$ cat config.mk
export PLATFORM = sky130hd
export DESIGN_NAME = step_pulse_gen
export DESIGN_NICKNAME = d
export VERILOG_FILES = /design/src/rtl/step_pkg.sv /design/src/rtl/step_pulse_gen_sync_ff.sv /design/src/rtl/step_pulse_gen.sv
export SDC_FILE = /design/constraint.sdc
export NUM_CORES = 1
export LEC_CHECK = 0
export ABC_AREA = 1
export BUFFER_PORTS_ARGS = -buffer_cell sky130_fd_sc_hd__buf_2
export CAP_MARGIN = 25
export CORE_MARGIN = 2
export CORE_UTILIZATION = 62
export DETAILED_ROUTE_END_ITERATION = 7
export GPL_ROUTABILITY_DRIVEN = 0
export PLACE_DENSITY = 0.8
export SYNTH_ARGS = -nofsm -noshare
export SYNTH_HDL_FRONTEND = slang
export SYNTH_SLANG_ARGS = --single-unit
$ cat constraint.sdc
create_clock -name clock -period 2.05 [get_ports clock]
set_input_delay 0.3075 -clock clock [delete_from_list [all_inputs] [get_ports clock]]
set_output_delay 0.3075 -clock clock [all_outputs]
set_load 0.02 [all_outputs]
$ cat src/rtl/step_pkg.sv
// Shared types and default timing constants for the push-button step pulse generator.
package step_pkg;

    typedef enum logic [2:0] {
        ST_IDLE,
        ST_PRESS_DB,
        ST_HELD,
        ST_REPEAT,
        ST_RELEASE_DB
    } step_state_t;

    localparam int unsigned DEF_SYNC_STAGES     = 2;
    localparam int unsigned DEF_DEBOUNCE_CYCLES = 50000;
    localparam int unsigned DEF_REPEAT_DELAY    = 500000;
    localparam int unsigned DEF_REPEAT_PERIOD   = 100000;

    function automatic int unsigned max3(input int unsigned a, input int unsigned b,
                                         input int unsigned c);
        int unsigned m;
        m = (a > b) ? a : b;
        return (m > c) ? m : c;
    endfunction

endpackage

$ cat src/rtl/step_pulse_gen_sync_ff.sv
// Multi-flop synchroniser for a single asynchronous bit; clears to 0 on reset.
module sync_ff #(
    parameter int unsigned STAGES = 2
) (
    input  logic clk_i,
    input  logic rst_i,
    input  logic d_i,
    output logic q_o
);

    logic [STAGES-1:0] sync_q;

    always_ff @(posedge clk_i or posedge rst_i) begin
        if (rst_i) begin
            sync_q <= '0;
        end else begin
            sync_q <= {sync_q[STAGES-2:0], d_i};
        end
    end

    assign q_o = sync_q[STAGES-1];

endmodule

$ cat src/rtl/step_pulse_gen.sv
// Push-button front end: synchronise, debounce press/release, emit single-cycle step pulses
// with optional auto-repeat while the button is held.
module step_pulse_gen
    import step_pkg::*;
#(
    parameter int unsigned SYNC_STAGES     = DEF_SYNC_STAGES,
    parameter int unsigned DEBOUNCE_CYCLES = DEF_DEBOUNCE_CYCLES,
    parameter int unsigned REPEAT_DELAY    = DEF_REPEAT_DELAY,
    parameter int unsigned REPEAT_PERIOD   = DEF_REPEAT_PERIOD
) (
    input  logic clock,
    input  logic reset,
    input  logic btn_in,
    input  logic repeat_en,
    output logic step,
    output logic pressed,
    output logic repeating
);

    localparam int unsigned TW = $clog2(max3(DEBOUNCE_CYCLES, REPEAT_DELAY, REPEAT_PERIOD)) + 1;
    localparam logic [TW-1:0] ONE     = TW'(1);
    localparam logic [TW-1:0] DB_DONE = TW'(DEBOUNCE_CYCLES);
    localparam logic [TW-1:0] RD_LAST = TW'(REPEAT_DELAY - 1);
    localparam logic [TW-1:0] RP_LAST = TW'(REPEAT_PERIOD - 1);

    logic        btn_s;
    step_state_t state_q, state_d;
    logic [TW-1:0] timer_q, timer_d;
    logic        step_q, step_d;
    logic        pressed_q, pressed_d;
    logic        repeating_q, repeating_d;

    sync_ff #(.STAGES(SYNC_STAGES)) u_sync (
        .clk_i (clock),
        .rst_i (reset),
        .d_i   (btn_in),
        .q_o   (btn_s)
    );

    always_comb begin
        state_d = state_q;
        timer_d = timer_q;
        step_d  = 1'b0;
        case (state_q)
            ST_IDLE: begin
                timer_d = '0;
                if (btn_s) begin
                    state_d = ST_PRESS_DB;
                    timer_d = ONE;
                end
            end
            ST_PRESS_DB: begin
                if (!btn_s) begin
                    state_d = ST_IDLE;
                    timer_d = '0;
                end else if (timer_q >= DB_DONE) begin
                    state_d = ST_HELD;
                    timer_d = '0;
                    step_d  = 1'b1;
                end else begin
                    timer_d = timer_q + ONE;
                end
            end
            ST_HELD: begin
                // Release takes priority over a coincident repeat event.
                if (!btn_s) begin
                    state_d = ST_RELEASE_DB;
                    timer_d = ONE;
                end else if (repeat_en && timer_q == RD_LAST) begin
                    state_d = ST_REPEAT;
                    timer_d = '0;
                    step_d  = 1'b1;
                end else if (timer_q != '1) begin
                    timer_d = timer_q + ONE;
                end
            end
            ST_REPEAT: begin
                if (!btn_s) begin
                    state_d = ST_RELEASE_DB;
                    timer_d = ONE;
                end else if (!repeat_en) begin
                    state_d = ST_HELD;
                    timer_d = '0;
                end else if (timer_q == RP_LAST) begin
                    timer_d = '0;
                    step_d  = 1'b1;
                end else begin
                    timer_d = timer_q + ONE;
                end
            end
            ST_RELEASE_DB: begin
                if (btn_s) begin
                    state_d = ST_HELD;
                    timer_d = '0;
                end else if (timer_q >= DB_DONE) begin
                    state_d = ST_IDLE;
                    timer_d = '0;
                end else begin
                    timer_d = timer_q + ONE;
                end
            end
            default: begin
                state_d = ST_IDLE;
                timer_d = '0;
            end
        endcase
        pressed_d   = (state_d == ST_HELD) || (state_d == ST_REPEAT) ||
                      (state_d == ST_RELEASE_DB);
        repeating_d = (state_d == ST_REPEAT);
    end

    always_ff @(posedge clock or posedge reset) begin
        if (reset) begin
            state_q     <= ST_IDLE;
            timer_q     <= '0;
            step_q      <= 1'b0;
            pressed_q   <= 1'b0;
            repeating_q <= 1'b0;
        end else begin
            state_q     <= state_d;
            timer_q     <= timer_d;
            step_q      <= step_d;
            pressed_q   <= pressed_d;
            repeating_q <= repeating_d;
        end
    end

    assign step      = step_q;
    assign pressed   = pressed_q;
    assign repeating = repeating_q;

endmodule

==> results of run 1 <==
==> sequential cells by signal, summed over array words and instances, names as in the netlist <==
name	cells
repeating	1
pressed	1
step	1
u_sync.sync_q	2
timer_q	20
state_q	3
==> cells in the final DEF (no fill, tap or decap) <==
master / netlist / final
bufinv_16: 0 / 1
nand2_4: 1 / 1
inv_2: 5 / 5
ha_2: 0 / 1
a31oi_1: 2 / 2
nor2_4: 1 / 1
nor4_4: 1 / 1
nor3_1: 10 / 10
o31ai_1: 1 / 1
a22oi_1: 2 / 2
nand3b_1: 1 / 1
buf_2: 4 / 6
nor2_1: 52 / 52
dfrtp_1: 28 / 28
nor3_4: 1 / 1
o21ai_0: 6 / 6
nand2_1: 85 / 85
or2_1: 1 / 1
nand4_1: 21 / 21
buf_4: 2 / 6
ha_1: 2 / 1
or2_2: 1 / 1
o21ai_1: 1 / 1
nor2_2: 8 / 8
nand3_2: 4 / 3
nor3_2: 1 / 1
inv_1: 40 / 40
nand2_2: 4 / 4
a21oi_1: 3 / 3
nand3_4: 0 / 1
nand3_1: 38 / 38
clkbuf_4: 0 / 3
==> power breakdown <==
group          internal (mW)  switching [mW]
clock                  0.198           0.171
combinational         0.0254          0.0611
sequential             0.561         0.00878
total                  0.784           0.241
==> worst max-delay path: stages (launching register included) <==
cell,delay (ns)
dfrtp_1,0.59
nand2_1,0.17
nor2_1,0.28
nand4_1,0.12
nor2_1,0.21
nand3_1,0.09
nor2_1,0.18
inv_1,0.12
nand3_1,0.10
==> worst min-delay path by stage <==
stage | start | end | slack [ns]
global route | reset | timer_q[0]$_DFFE_PP0P_ | 0.03
floorplan | u_sync.sync_q[0]$_DFF_PP0_ | u_sync.sync_q[1]$_DFF_PP0_ | 0.33
detailed placement | u_sync.sync_q[0]$_DFF_PP0_ | u_sync.sync_q[1]$_DFF_PP0_ | 0.35
CTS | reset | timer_q[0]$_DFFE_PP0P_ | 0.002
finish | reset | timer_q[0]$_DFFE_PP0P_ | -0.01
global placement | u_sync.sync_q[0]$_DFF_PP0_ | u_sync.sync_q[1]$_DFF_PP0_ | 0.33
==> layout make-up <==
type | instances | area (µm²)
Multi-Input combinational cell | 247 | 1210
Sequential cell | 28 | 701
Timing Repair Buffer | 12 | 75.1
Tap cell | 46 | 57.6
Fill cell | 286 | 1040
Inverter | 45 | 169
Clock inverter | 1 | 30.0
Clock buffer | 3 | 22.5
==> kinds of logic (layout without fill, tap and decap cells) <==
| group | count (synthesis) | in the layout | synth area share, % |
|---|---|---|---|
| buffers and inverters | 53 | 61 | 10.3 |
| adder cells (fa/ha/maj) | 2 | 2 | 1.18 |
| AND/OR/NAND/NOR | 230 | 230 | 51.4 |
| flip-flops | 28 | 28 | 33.0 |
| AO/OA/AOI/OAI | 15 | 15 | 4.01 |
==> what timing repair did <==
action,4_1_cts,5_1_grt
resized for setup,0,2
setup endpoints to repair,0,11
buffers inserted,0,1
==> layer usage <==
metal | global-route usage [%] | up-vias | share of wire (%) | routed length (µm)
met5 | 0 | - | 0 | 0
met4 | 10.0 | 0 | 1.9 | 108
met3 | 6.31 | 10 | 12 | 673
met2 | 46.9 | 162 | 44 | 2460
met1 | 42.8 | 982 | 42 | 2300
li1 | - | 1085 | - | -
==> stage by stage <==
step	cells	hold WS (ns)	setup TNS, ns	util [%]	power [mW]
floorplan	328	0.331	0	-	0.635
global placement	377	0.334	0	66.3	0.662
detailed placement	377	0.349	0	66.3	0.664
CTS	381	0.00207	0	67.9	1.03
global route	382	0.0328	-0.0100	68.4	1.07
finish	382	-0.0123	0	68.4	1.02
==> results.json, run 1 <==
{
  "status": "finished, violations left",
  "violations": "hold timing",
  "cts.sinks": 28,
  "holdBufCountCts": 0,
  "grt_pass1_vias": 1968,
  "first_iter_violations": 350,
  "syn_nets": 334,
  "pre_cts_ws_ns": 0.0933,
  "synth-edff-count": 0,
  "vdd_drop_max_v": 0.000259,
  "top_level_ports": 7,
  "synth_seq_cells": 28,
  "worst_ep_required_time_ns": 2.34,
  "start_util_pct": 64.1,
  "ys_async_sr_fraction_pct": 100,
  "dp.final_hpwl_um": 4170,
  "cts_buffers": 3,
  "r2r-start": "timer_q[8]$_DFFE_PP0P_",
  "die-area_um2": 3900,
  "synth_common_cells": "nand2_1 (85), nor2_1 (52), inv_1 (40)",
  "drv_slew": 0,
  "reg2regPathDepth": 8,
  "dieHeight_um": 62.5,
  "numPortBuffers": 6,
  "r2r_end": "timer_q[19]$_DFFE_PP0P_",
  "vias_per_cell": 5.86,
  "clk_pin_slew_ns": 0.15,
  "ant_nets": 0,
  "rows": 21,
  "hp-class": "input port to asynchronous set/reset pin",
  "finalSetupViolations": 0,
  "insertion_delay_ns": 0.34,
  "maxSlewHeadroom_pct": 73.7,
  "timing.hold.ws_ns": -0.0123,
  "fin_area_um2": 2270,
  "htreeDepth": 1,
  "antenna_found_initial": 0,
  "start_kind": "register",
  "vias": 2239,
  "grt-ovfl-total": 0,
  "fin_crit_sh_pct": 93.8,
  "clock-root-buffer": "clkbuf_4",
  "synthToLayoutAreaGrowth_pct": 6.84,
  "hold_viol": 24,
  "leakage_nw": 1.04,
  "endpoint": "timer_q[19]$_DFFE_PP0P_",
  "grtUsageTotal_pct": 30.4,
  "synth.avg_cell_area_um2": 6.47,
  "ys.flop_type": "dfrtp_1",
  "num_antenna_cells": 0,
  "cp_max_fo": 9,
  "worst_pin_slew_ns": 0.392,
  "die_w_um": 62.5,
  "cts_tree": "done",
  "crit_start": "timer_q[8]$_DFFE_PP0P_",
  "syn_area_um2": 2120,
  "ys_top_cells_by_area": "dfrtp_1 (33%), nand2_1 (15%), nor2_1 (9.2%), nand3_1 (9.0%), inv_1 (7.1%)",
  "clockBufferDepth": 2,
  "yosysWarnings": 0,
  "worst_clock_skew_ns": 0.00635,
  "yosysMostFrequentCell": "nand2_1",
  "grt_pass1_wl_um": 9330,
  "synth_top_area_share_pct": 33.0,
  "fin_nets": 343,
  "grt_max_degree": 29,
  "arrival_ns": 2.21,
  "synthCells": 328,
  "synth_top_area_cell": "dfrtp_1",
  "fmax_mhz": 520,
  "fin_ws_ns": 0.128,
  "totalWireLength_um": 5550,
  "route.detailed.drc": 0,
  "drv_cap": 0,
  "core_area_um2": 3310,
  "wl_per_cell_um": 14.5,
  "synth_cell_types": 30,
  "place_area_um2": 2200,
  "drive_above_1_share_pct": 13.1,
  "synth-seq-area-share_pct": 33.0,
  "dr.pass1.iters": 8,
  "fin_crit_ns": 1.92,
  "reg2reg_slack_ns": 0.13,
  "critical_path_class": "register to register",
  "p_per_area_nw_per_um2": 452,
  "end_kind": "register"
}
No activity file was read; power rests on OpenSTA's default activity.
==> inputs of run 2 (changes only) <==
Clock period 2.05 ns to 2 ns, I/O delays scaled along.
==> results.json, run 2 (synthesized netlist as in run 1, its figures left out) <==
{
  "finalSetupViolations": 0,
  "grt_pass1_wl_um": 9560,
  "final_util_pct": 69.4,
  "fin_tns_setup_ns": 0,
  "clkPwrFrac_pct": 28.9,
  "arrival_ns": 2.11,
  "fmax_mhz": 533,
  "min_from": "btn_in",
  "sw_frac_of_total_pct": 24.9,
  "largest_reg_flops": 20,
  "fin_nets": 346,
  "antenna_found_initial": 0,
  "route.detailed.drc": 0,
  "worstHoldEndpoint": "u_sync.sync_q[0]$_DFF_PP0_",
  "wl_per_cell_um": 14.7,
  "reg2regPathDepth": 10,
  "vdd_drop_max_v": 0.000314,
  "hold_viol": 0,
  "p_sw_uw": 237,
  "dieHeight_um": 62.5,
  "reg2reg_slack_ns": 0.12,
  "worst_clock_skew_ns": 0.00707,
  "num_antenna_cells": 0,
  "grt-ovfl-total": 0,
  "cts_tree": "done",
  "numPortBuffers": 6,
  "grt_max_degree": 29,
  "worst_pin_slew_ns": 0.403,
  "start_kind": "register",
  "insertion_delay_ns": 0.34,
  "hold_depth": 1,
  "clock-root-buffer": "clkbuf_4",
  "fin_crit_ns": 1.88,
  "p_int_uw": 716,
  "cp_max_fo": 11,
  "htreeDepth": 1,
  "synthToLayoutAreaGrowth_pct": 8.26,
  "drv_slew": 0,
  "grtUsageTotal_pct": 30.9,
  "status": "complete, no violations",
  "vias": 2257,
  "cts.sinks": 28,
  "core_area_um2": 3310,
  "leakage_nw": 1.05,
  "hp-class": "input port to register",
  "grt_pass1_vias": 2079,
  "dr.pass1.iters": 8,
  "vias_per_cell": 5.86,
  "clk_pin_slew_ns": 0.13,
  "multi_input_area_um2": 1230,
  "die-area_um2": 3900,
  "start_util_pct": 64.1,
  "final_common_cell": "nand2_1",
  "cts_buffers": 3,
  "critical_path_class": "register to register",
  "totalWireLength_um": 5660,
  "fin_crit_sh_pct": 93.8,
  "largestRegisters": "timer_q: 20 flops, state_q: 3 flops, u_sync.sync_q: 2 flops",
  "regMostFlops": "timer_q",
  "maxSlewHeadroom_pct": 72.9,
  "drive_above_1_share_pct": 14.5,
  "comb_power_share_pct": 9.7,
  "ant_nets": 0,
  "rows": 21,
  "end_kind": "register",
  "seqCellArea_um2": 702,
  "die_w_um": 62.5,
  "clockBufferDepth": 2,
  "p_per_area_nw_per_um2": 415,
  "r2r-start": "timer_q[1]$_DFFE_PP0P_",
  "top_level_ports": 7,
  "drv_cap": 0,
  "final_cell_mix": "nand2_1 (85), nor2_1 (51), inv_1 (40), nand3_1 (37), dfrtp_1 (27)",
  "worst_ep_required_time_ns": 2.24,
  "r2r_end": "timer_q[1]$_DFFE_PP0P_",
  "first_iter_violations": 275,
  "dp.final_hpwl_um": 4180,
  "fillCellCount": 333,
  "seqPwrFrac_pct": 61.4
}
[run 2: worst max-delay path by stage]
stage                                 startpoint                 endpoint  slack, ns  depth (start not counted)
after global placement    timer_q[1]$_DFFE_PP0P_   timer_q[1]$_DFFE_PP0P_       0.17                         10
after floorplan           timer_q[0]$_DFFE_PP0P_  timer_q[15]$_DFFE_PP0P_       0.27                         14
final                     timer_q[1]$_DFFE_PP0P_   timer_q[1]$_DFFE_PP0P_       0.12                         10
after detailed placement  timer_q[1]$_DFFE_PP0P_   timer_q[1]$_DFFE_PP0P_       0.07                         10
after global routing      timer_q[1]$_DFFE_PP0P_  timer_q[15]$_DFFE_PP0P_      -0.02                         14
after CTS                 timer_q[1]$_DFFE_PP0P_   timer_q[1]$_DFFE_PP0P_       0.02                         10
[run 2: worst max-delay path, stage by stage (launching register included)]
cell	delay, ns
dfrtp_1	0.43
ha_4	0.18
nand2_2	0.09
nor2_4	0.18
nand2_2	0.10
nor3_2	0.15
nand2_1	0.10
nor2_2	0.13
nand3_4	0.18
nand3_1	0.15
o21ai_1	0.07
[run 2: power groups by stage]
stage	Clock (mW)	Combinational (mW)	Sequential, mW
6_report	0.275	0.0922	0.585
3_5_place_dp	0	0.0856	0.594
4_1_cts	0.286	0.0871	0.584
3_3_place_gp	0	0.0840	0.594
2_1_floorplan	0	0.0564	0.595
5_1_grt	0.307	0.104	0.587
[run 2: area by class of cell]
type	count	area share (%)
clock buffers	4	1.58
inverters	45	7.47
flip-flops and latches	28	30.6
repair buffers	15	4.36
multi-input cells	247	53.5
well taps	46	2.51
[run 2: timing repair]
item | 4_1_cts | 5_1_grt
setup buffers | 0 | 2
endpoints found under the setup margin | 0 | 18
hold endpoints to repair | 13 | 0
hold buffers | 1 | 0
gates resized for setup | 0 | 7
[run 2: per-stage QoR]
step | cells | total power [mW] | hold slack, ns | setup WS (ns) | cell area [µm²]
after global routing | 385 | 0.999 | 0.0370 | -0.0163 | 2300
after floorplan | 328 | 0.651 | 0.331 | 0.268 | 2120
after global placement | 378 | 0.678 | 0.334 | 0.171 | 2200
final | 385 | 0.953 | 0.0617 | 0.123 | 2300
after CTS | 383 | 0.957 | 0.0492 | 0.0243 | 2250
after detailed placement | 378 | 0.680 | 0.338 | 0.0651 | 2200
[run 2: per-layer routing]
metal / vias up / routed length (µm) / global-route usage, %
met5: - / 0 / 0
met4: 0 / 171 / 11.9
met3: 27 / 640 / 7.21
met2: 146 / 2420 / 46.4
met1: 997 / 2420 / 43.3
li1: 1087 / - / -
